File: config.mk
export PLATFORM = sky130hd
export DESIGN_NAME = spi_slave_responder
export DESIGN_NICKNAME = d
export VERILOG_FILES = /design/src/rtl/spi_slave_responder_pkg.sv /design/src/rtl/spi_sync_edge.sv /design/src/rtl/spi_slave_responder.sv
export SDC_FILE = /design/constraint.sdc
export NUM_CORES = 1
export LEC_CHECK = 0
export CAP_MARGIN = 15
export CORE_MARGIN = 3
export CORE_UTILIZATION = 54
export DETAILED_ROUTE_END_ITERATION = 6
export HOLD_SLACK_MARGIN = 0.08
export PLACE_DENSITY_LB_ADDON = 0.1
export SLEW_MARGIN = 20
export SYNTH_ARGS = -nofsm -noshare
export SYNTH_HDL_FRONTEND = slang
export SYNTH_HIERARCHICAL = 1
export SYNTH_SLANG_ARGS = --single-unit
export TNS_END_PERCENT = 20
File: constraint.sdc
create_clock -name clk -period 2.85 [get_ports clk]
set_input_delay 0.57 -clock clk [delete_from_list [all_inputs] [get_ports clk]]
set_output_delay 0.57 -clock clk [all_outputs]
set_load 0.03 [all_outputs]
File: src/rtl/spi_slave_responder_pkg.sv
// ---------------------------------------------------------------------------
// Module : spi_slave_responder_pkg
// Brief  : Shared SPI constants (mode encodings, default width, oversampling)
// Rev    : 1.0
// ---------------------------------------------------------------------------
`default_nettype none

package spi_slave_responder_pkg;

    // Mode encoding is {CPOL, CPHA}
    localparam logic [1:0] SPI_MODE0 = 2'b00;
    localparam logic [1:0] SPI_MODE1 = 2'b01;
    localparam logic [1:0] SPI_MODE2 = 2'b10;
    localparam logic [1:0] SPI_MODE3 = 2'b11;

    localparam int SPI_DEFAULT_WIDTH  = 8;
    localparam int SPI_MIN_OVERSAMPLE = 4;

    function automatic logic [1:0] spi_mode(input logic cpol, input logic cpha);
        return {cpol, cpha};
    endfunction

endpackage

`default_nettype wire

File: src/rtl/spi_sync_edge.sv
// ---------------------------------------------------------------------------
// Module : spi_sync_edge
// Brief  : Two-flop synchroniser plus delay flop giving level, rise and fall
// Rev    : 1.0
// ---------------------------------------------------------------------------
`default_nettype none

module spi_sync_edge
    import spi_slave_responder_pkg::*;
#(
    parameter bit P_RESET_VAL = 1'b0
) (
    input  logic clk,
    input  logic rst_n,
    input  logic d_i,
    output logic level_o,
    output logic rise_o,
    output logic fall_o
);

    logic meta_q;
    logic sync_q;
    logic dly_q;

    always_ff @(posedge clk or negedge rst_n) begin
        if (!rst_n) begin
            meta_q <= P_RESET_VAL;
            sync_q <= P_RESET_VAL;
            dly_q  <= P_RESET_VAL;
        end else begin
            meta_q <= d_i;
            sync_q <= meta_q;
            dly_q  <= sync_q;
        end
    end

    assign level_o = sync_q;
    assign rise_o  = sync_q & ~dly_q;
    assign fall_o  = ~sync_q & dly_q;

endmodule

`default_nettype wire

File: src/rtl/spi_slave_responder.sv
// ---------------------------------------------------------------------------
// Module : spi_slave_responder
// Brief  : Oversampling SPI target with RX valid pulse and one-entry TX buffer.
//          Define SPI_SLAVE_MISO_OE_EN to add the o_spi_miso_oe output.
// Rev    : 1.0
// ---------------------------------------------------------------------------
`default_nettype none

module spi_slave_responder
    import spi_slave_responder_pkg::*;
#(
    parameter int                      P_DATA_WIDTH = SPI_DEFAULT_WIDTH,
    parameter bit                      P_CPOL       = 1'b0,
    parameter bit                      P_CPHA       = 1'b0,
    parameter logic [P_DATA_WIDTH-1:0] P_IDLE_DATA  = {P_DATA_WIDTH{1'b1}}
) (
    input  logic                    clk,
    input  logic                    rst_n,
    input  logic                    i_spi_clk,
    input  logic                    i_spi_cs,
    input  logic                    i_spi_mosi,
    output logic                    o_spi_miso,
`ifdef SPI_SLAVE_MISO_OE_EN
    output logic                    o_spi_miso_oe,
`endif
    input  logic [P_DATA_WIDTH-1:0] i_user_data,
    input  logic                    i_user_valid,
    output logic                    o_user_ready,
    output logic [P_DATA_WIDTH-1:0] o_user_read_data,
    output logic                    o_user_read_valid
);

    localparam int                CNT_W    = $clog2(P_DATA_WIDTH);
    localparam logic [CNT_W-1:0] LAST_BIT = CNT_W'(P_DATA_WIDTH - 1);

    logic w_sclk_level, w_sclk_rise, w_sclk_fall;
    logic w_cs_level, w_cs_rise, w_cs_fall;
    logic w_lead, w_trail, w_sample, w_shift, w_load;
    logic [P_DATA_WIDTH-1:0] w_next_word;
    logic [P_DATA_WIDTH-1:0] w_tx_word;
    logic                    w_consume;

    logic mosi_meta_q, mosi_sync_q;
    logic [CNT_W-1:0]        bit_cnt_q, bit_cnt_d;
    logic [P_DATA_WIDTH-2:0] rx_shift_q, rx_shift_d;
    logic [P_DATA_WIDTH-1:0] tx_shift_q, tx_shift_d;
    logic                    miso_q, miso_d;
    logic [P_DATA_WIDTH-1:0] rd_data_q, rd_data_d;
    logic                    rd_valid_q, rd_valid_d;
    logic [P_DATA_WIDTH-1:0] buf_data_q, buf_data_d;
    logic                    buf_full_q, buf_full_d;
    logic                    fresh_q, fresh_d;

    spi_sync_edge #(.P_RESET_VAL(P_CPOL)) u_sync_sclk (
        .clk     (clk),
        .rst_n   (rst_n),
        .d_i     (i_spi_clk),
        .level_o (w_sclk_level),
        .rise_o  (w_sclk_rise),
        .fall_o  (w_sclk_fall)
    );

    spi_sync_edge #(.P_RESET_VAL(1'b1)) u_sync_cs (
        .clk     (clk),
        .rst_n   (rst_n),
        .d_i     (i_spi_cs),
        .level_o (w_cs_level),
        .rise_o  (w_cs_rise),
        .fall_o  (w_cs_fall)
    );

    always_ff @(posedge clk or negedge rst_n) begin
        if (!rst_n) begin
            mosi_meta_q <= 1'b0;
            mosi_sync_q <= 1'b0;
        end else begin
            mosi_meta_q <= i_spi_mosi;
            mosi_sync_q <= mosi_meta_q;
        end
    end

    assign w_lead      = P_CPOL ? w_sclk_fall : w_sclk_rise;
    assign w_trail     = P_CPOL ? w_sclk_rise : w_sclk_fall;
    // A CS rise is already a high level, so edges in that clk are dropped
    assign w_sample    = (P_CPHA ? w_trail : w_lead) & ~w_cs_level & ~w_cs_rise;
    assign w_shift     = (P_CPHA ? w_lead : w_trail) & ~w_cs_level & ~w_cs_rise;
    assign w_next_word = buf_full_q ? buf_data_q : P_IDLE_DATA;
    assign w_load      = i_user_valid & ~buf_full_q;

    always_comb begin
        bit_cnt_d  = bit_cnt_q;
        rx_shift_d = rx_shift_q;
        tx_shift_d = tx_shift_q;
        miso_d     = miso_q;
        rd_data_d  = rd_data_q;
        rd_valid_d = 1'b0;
        buf_data_d = buf_data_q;
        buf_full_d = buf_full_q;
        fresh_d    = fresh_q;
        w_tx_word  = tx_shift_q;
        w_consume  = 1'b0;

        if (w_cs_level) begin
            bit_cnt_d = '0;
        end

        if (w_cs_fall) begin
            bit_cnt_d  = '0;
            w_tx_word  = w_next_word;
            w_consume  = 1'b1;
            tx_shift_d = w_next_word;
            fresh_d    = 1'b1;
            if (!P_CPHA) begin
                miso_d = w_next_word[P_DATA_WIDTH-1];
            end
        end else if (w_sample) begin
            if (bit_cnt_q == LAST_BIT) begin
                bit_cnt_d  = '0;
                rd_data_d  = {rx_shift_q, mosi_sync_q};
                rd_valid_d = 1'b1;
            end else begin
                bit_cnt_d  = bit_cnt_q + CNT_W'(1);
            end
            rx_shift_d = {rx_shift_q[P_DATA_WIDTH-3:0], mosi_sync_q};
        end else if (w_shift) begin
            fresh_d = 1'b0;
            // Counter at zero on a shift edge means a word boundary; the word
            // loaded by the CS fall is kept for the first CPHA=1 word.
            if ((bit_cnt_q == '0) && (!P_CPHA || !fresh_q)) begin
                w_tx_word = w_next_word;
                w_consume = 1'b1;
            end
            if (P_CPHA) begin
                miso_d     = w_tx_word[P_DATA_WIDTH-1];
                tx_shift_d = w_tx_word << 1;
            end else if (w_consume) begin
                miso_d     = w_tx_word[P_DATA_WIDTH-1];
                tx_shift_d = w_tx_word;
            end else begin
                miso_d     = tx_shift_q[P_DATA_WIDTH-2];
                tx_shift_d = tx_shift_q << 1;
            end
        end

        if (w_consume) begin
            buf_full_d = 1'b0;
        end
        if (w_load) begin
            buf_full_d = 1'b1;
            buf_data_d = i_user_data;
        end
    end

    always_ff @(posedge clk or negedge rst_n) begin
        if (!rst_n) begin
            bit_cnt_q  <= '0;
            rx_shift_q <= '0;
            tx_shift_q <= '0;
            miso_q     <= 1'b0;
            rd_data_q  <= '0;
            rd_valid_q <= 1'b0;
            buf_data_q <= '0;
            buf_full_q <= 1'b0;
            fresh_q    <= 1'b0;
        end else begin
            bit_cnt_q  <= bit_cnt_d;
            rx_shift_q <= rx_shift_d;
            tx_shift_q <= tx_shift_d;
            miso_q     <= miso_d;
            rd_data_q  <= rd_data_d;
            rd_valid_q <= rd_valid_d;
            buf_data_q <= buf_data_d;
            buf_full_q <= buf_full_d;
            fresh_q    <= fresh_d;
        end
    end

`ifdef SPI_SLAVE_MISO_OE_EN
    logic miso_oe_q;

    always_ff @(posedge clk or negedge rst_n) begin
        if (!rst_n) begin
            miso_oe_q <= 1'b0;
        end else begin
            miso_oe_q <= ~w_cs_level;
        end
    end

    assign o_spi_miso_oe = miso_oe_q;
`endif

    assign o_spi_miso        = miso_q;
    assign o_user_ready      = ~buf_full_q;
    assign o_user_read_data  = rd_data_q;
    assign o_user_read_valid = rd_valid_q;

    // Level output of the SCLK synchroniser is intentionally only observed via edges
    logic w_unused;
    assign w_unused = w_sclk_level;

endmodule

`default_nettype wire

# ---- Yosys cells after proc, flatten, opt, wreduce, memory -nomap -nowiden
# Index checks and enable logic that the tools add are counted.
dict set report word_totals {
  mem_bits_ro 0
  regBits 45
  memories 0
  ram_bits 0
  latchBits 0
  word_cells 71
}
dict set report classes {
  muxes 26
  n_div 0
  n_shift 0
  n_reduce_logical 8
  n_mul 0
  eq_ne 3
  n_bitwise 16
  n_lt_le_gt_ge 0
  addsub 1
}
# op count
set op_table {}
lappend op_table {{2-to-1 mux 8 bit} 6}
lappend op_table {{2-to-1 mux 1 bit} 16}
lappend op_table {{2-to-1 mux 3 bit} 4}
lappend op_table {{bitwise AND 1 bit} 9}
lappend op_table {{NOT 1 bit} 7}
lappend op_table {{AND reduction 3 bit} 2}
lappend op_table {{AND reduction 2 bit} 2}
lappend op_table {{nonzero test 2 bit} 2}
lappend op_table {{adder 3 x 1 -> 3 bit (second input constant)} 1}
lappend op_table {{equality test 3 bit (second input constant)} 1}
lappend op_table {{zero test 3 bit} 1}
lappend op_table {{inequality test 3 x 2 -> 1 bit (second input constant)} 1}
lappend op_table {{nonzero test 3 bit} 1}
lappend op_table {{inequality test 2 x 1 -> 1 bit (second input constant)} 1}

# ---- Depth between registers and ports, before layout
dict set report logic_depth {
  ltp_word 12
  depth_mapped 6
  ltp_nobuf 5
}

# ---- By module
# Netlist, hierarchy kept.
# module n_inst cells_per_inst seq_area_each_um2 area_each_um2
set by_module_without_submodules {}
lappend by_module_without_submodules {spi_slave_responder 1 126 950.9 1629.1}
lappend by_module_without_submodules {{spi_sync_edge (u_sync_cs)} 1 5 78.8 93.8}
lappend by_module_without_submodules {{spi_sync_edge (u_sync_sclk)} 1 5 75.1 90.1}

# ---- Worst setup path before layout
# OpenSTA, ideal clock, no wires.
dict set report synth_timing {
  path_kind {register -> register}
  startpoint {register u_sync_cs.sync_q, in the netlist u_sync_cs/level_o}
  endpoint {register rd_data_q[0], in the netlist o_user_read_data[0]}
  path_stages_with_launch 5
  setup_time_ps 125
  period_less_slack_ps 1850
  setup_slack_ps 1000
  arrival_ps 1725
  path_cell_list {dfstp_2 and2b_2 clkbuf_2 nor4_4 mux2_2}
}
dict set report synth_via {
  elab_chain_len 4
}
# item line
set synth_rtl {}
lappend synth_rtl {{from (decl)} spi_sync_edge.sv:22} ;# logic sync_q;
lappend synth_rtl {{from (signal assigned)} spi_sync_edge.sv:32} ;# sync_q <= meta_q;
lappend synth_rtl {{NOT 1 bit} spi_sync_edge.sv:39} ;# assign fall_o = ~sync_q & dly_q;
lappend synth_rtl {{bitwise AND 1 bit} spi_sync_edge.sv:39}
lappend synth_rtl {{named net w_cs_fall} spi_slave_responder.sv:37} ;# logic w_cs_level, w_cs_rise, w_cs_fall;
lappend synth_rtl {{NOT 1 bit (no line)} n/a}
lappend synth_rtl {{AND reduction 3 bit (no line)} n/a}
lappend synth_rtl {{to (signal assigned)} spi_slave_responder.sv:170} ;# rd_data_q <= rd_data_d;
lappend synth_rtl {{to (decl)} spi_slave_responder.sv:48} ;# logic [P_DATA_WIDTH-1:0] rd_data_q, rd_data_d;
# The timed path passes the listed nets, and every way through them passes these cells.
# A chain may end at the register's enable or synchronous reset.

# ---- Final worst setup path
dict set report layout_timing {
  startpoint {register buf_full_q}
  endpoint {output port o_user_ready}
}
dict set report layout_via {
  elab_chain_len 1
}
# item line
set layout_rtl {}
lappend layout_rtl {{from (decl)} spi_slave_responder.sv:51} ;# logic buf_full_q, buf_full_d;
lappend layout_rtl {{from (signal assigned)} spi_slave_responder.sv:173} ;# buf_full_q <= buf_full_d;
lappend layout_rtl {{NOT 1 bit} spi_slave_responder.sv:193} ;# assign o_user_ready = ~buf_full_q;
lappend layout_rtl {{to (decl)} spi_slave_responder.sv:28} ;# output logic o_user_ready,
# No other way between the ends.

==> results.md <==
* Port Buffers at 24
* Clock Skews at 13.05 ps
* Post-synthesis register bit count at 44
* Compound-cell area share of the yosys netlist at 6.211%
* PD cells at 745.5 nW/um^2
* Worst vdd ir at 0.4427 mV
* Hold Violations, Final at 0
* Top cells by area, synth: dfrtp_1 57%, mux2_2 14%, dfstp_2 4.3%
* DR vias at 1161
* Post-CTS Hold Buffers at 0
* Cts bufs inserted at 5
* 1st-pass router iterations at 4
* Post-synthesis xor/xnor area fraction at 0%
* CTS max path bufs at 2
* First-pass GRT wire length at 5664 um
* Sequential-to-total area share from yosys stat at 60.94%
* Sink Count at 44
* Cells after Synth at between 100 and 150
* Post-synthesis mux area share at 15.39%
* Final setup vio count at 0
* Die ar. at 4088 um^2
* Critical path capture point type: output port
* RSZ-0062 raised after global routing: false
* Non-filler cells, final at 206
* Synth Area in Simple Gates at 12.91%
* Layout cells sized above 1 at 26.54%
* Largest net degree at the start of global routing at 45
* Die X at between 60 and 70 um
* Clock slew seen by the registers of the worst setup and hold paths at 130 ps
* CP required at approximately 2300 ps
* Number of enable flip-flop cells after synthesis at 0
* CTS root buf: clkbuf_4
* GRT Residual Overflow at 0
* Total power at roughly 1600 uW
* Syn Area/Cell at 13.33 um^2
* Minimum clock period at 2240 ps
* WS Path Type: reg2out
* Post-DR vias/cell at 5.636
* Post-DP Area at 2081 um^2
* Netlist Area Pre-Place at between 1500 and 2000 um^2
* Yosys Warn Count at 6
* Vias in the first global route at 1200
* Initial antenna violation count at 0
* Max_slew headroom at approximately 37%
* Ys async rst share at 100.0%
* Max_cap viols at 0
* Setup TNS at 0 ps
* Fmax at ~0.45 GHz
* Slew @ Worst Pin at 941.7 ps
* CTS H-tree depth at 2
* Filler cells at 224
* Post-route cell area at 2208 um^2
* Drt first-iter violations at 82
* Layout area overhead at 21.81%
* Core Region at 3128 um^2
* HP Class: in2async
* Detailed-route DRC error count at 0
* Nets@finish at approximately 180
* Crit path max fanout at 9
* Dpl cells at 198
* DPL Wire Length at approximately 2200 um
* Clock Latency Late Sink at 350 ps
* Mapped Nets at approximately 150
* Die H at 63.94 um
* # resized after CTS at 0
* CP Launch Type: register
* Crit share post-route at 78.61%
* Wirelength, routed at 3151 um
* CTS tree: built
* Top cell type's share of synthesized area at 56.59%
* Row cnt at 20
* Post-synthesis cell type count at 27
* Critical Path AT at 1670 ps
* Yosys top cell by area: dfrtp_1
* Synth Flop Type: dfrtp_1
* Main combinational cell family by area after synthesis: multiplexers
* IO Pins at 25
* Adder-Cell Fraction of Synth Area at 2.070%
* Status: finished, final reports clean
* Setup bufs post-CTS at 0
* Tot GR Track Use at 18.04%
* Routed Antenna Nets at 0
* # diodes at 0
* Avg WL per Cell at 15.30 um
* Slew Viols, Final at 0
* P_leak at ~0.0009 uW
* Routability cong. at 0.8220
* Initial Util at 57.96%
[cell usage after synthesis, types with 2 or more instances]
library cell  instances
dfrtp_1              41
mux2_2               23
nor3_1               11
o22ai_1               8
a31oi_1               7
nand3_1               7
nor2b_1               5
dfstp_2               3
ha_1                  3
inv_1                 3
a21oi_1               2
and2b_2               2
buf_1                 2
buf_2                 2
clkbuf_1              2
mux2i_1               2
nand2_1               2
nand2b_1              2
[critical path: stages, from the launching register on]
cell	delay (ps)
dfrtp_1	400
clkinv_1	240
clkdlybuf4s50_1	680
[cell usage in the layout (no fill, tap or decap), drive strengths merged]
cell type	instances
nor2	1
nand3	7
o22ai	8
dfstp	3
a31o	1
mux2i	2
or2	1
a21oi	2
nor4	1
dfrtp	41
nor2b	5
clkdlybuf4s50	23
mux2	23
clkinv	1
clkbuf	5
a31oi	7
nor4b	1
and2b	2
buf	2
nand2b	2
ha	3
nand2	2
nor4bb	1
nor3	12
bufinv	3
inv	3
[metal layers]
layer / wire length, um / up-vias / track usage (%)
met5: 0 / - / 0
met4: 21 / 0 / 7.008
met3: 205 / 2 / 6.503
met2: 1502 / 42 / 26.84
met1: 1423 / 574 / 24.09
li1: - / 543 / -
[worst paths after layout]
path | startpoint | cells after the start | slack, ps | to
worst max-delay path | buf_full_q | 2 | 610 | o_user_ready
min in group clk | u_sync_sclk/meta_q | 0 | 360 | u_sync_sclk/level_o
max in group asynchronous | rst_n | 1 | 1920 | rx_shift_q[5]
worst max register to register | u_sync_cs/level_o | 3 | 620 | o_user_read_data[7]
worst min-delay path | rst_n | 1 | 350 | tx_shift_q[1]
worst min register to register | u_sync_sclk/meta_q | 0 | 360 | u_sync_sclk/level_o
[report_power, final]
group / switching, uW / internal (uW)
clock: 198 / 361
sequential: 76.5 / 747
combinational: 118 / 146
total: 392 / 1250
[logic make-up (layout without fill, tap and decap cells)]
group	after synthesis	count (layout)
buf+inv	11	37
fa+ha+maj	3	3
compound gates	18	18
mux	25	25
flops	44	44
simple gates	35	35
[registers in the layout, summed over array words and instances (netlist names), 3 cells and up]
name              flops
bit_cnt_q             3
o_user_read_data      8
tx_shift_q            7
rx_shift_q            7
buf_data_q            8
[through the flow]
| stage | util, % | worst slack (ps) | hold slack, ps |
|---|---|---|---|
| CTS | 70.60 | 606.1 | 366.4 |
| finish | 70.60 | 609.6 | 354.2 |
| detailed placement | 66.52 | 618.8 | 337.1 |
| global placement | 66.52 | 682.9 | 333.7 |
| global route | 70.60 | 493.0 | 369.3 |
| floorplan | - | 1000 | 274.4 |
[final cells by class]
| type | count | area (um^2) | area share [%] |
|---|---|---|---|
| flip-flops and latches | 44 | 1105 | 50.03 |
| multi-input cells | 81 | 663.1 | 30.03 |
| repair buffers | 25 | 242.7 | 10.99 |
| clock inverters | 3 | 90.09 | 4.079 |
| well taps | 44 | 55.05 | 2.493 |
| clock buffers | 5 | 37.54 | 1.700 |
| inverters | 4 | 15.01 | 0.6799 |
Power figures use the tool's default switching activity.
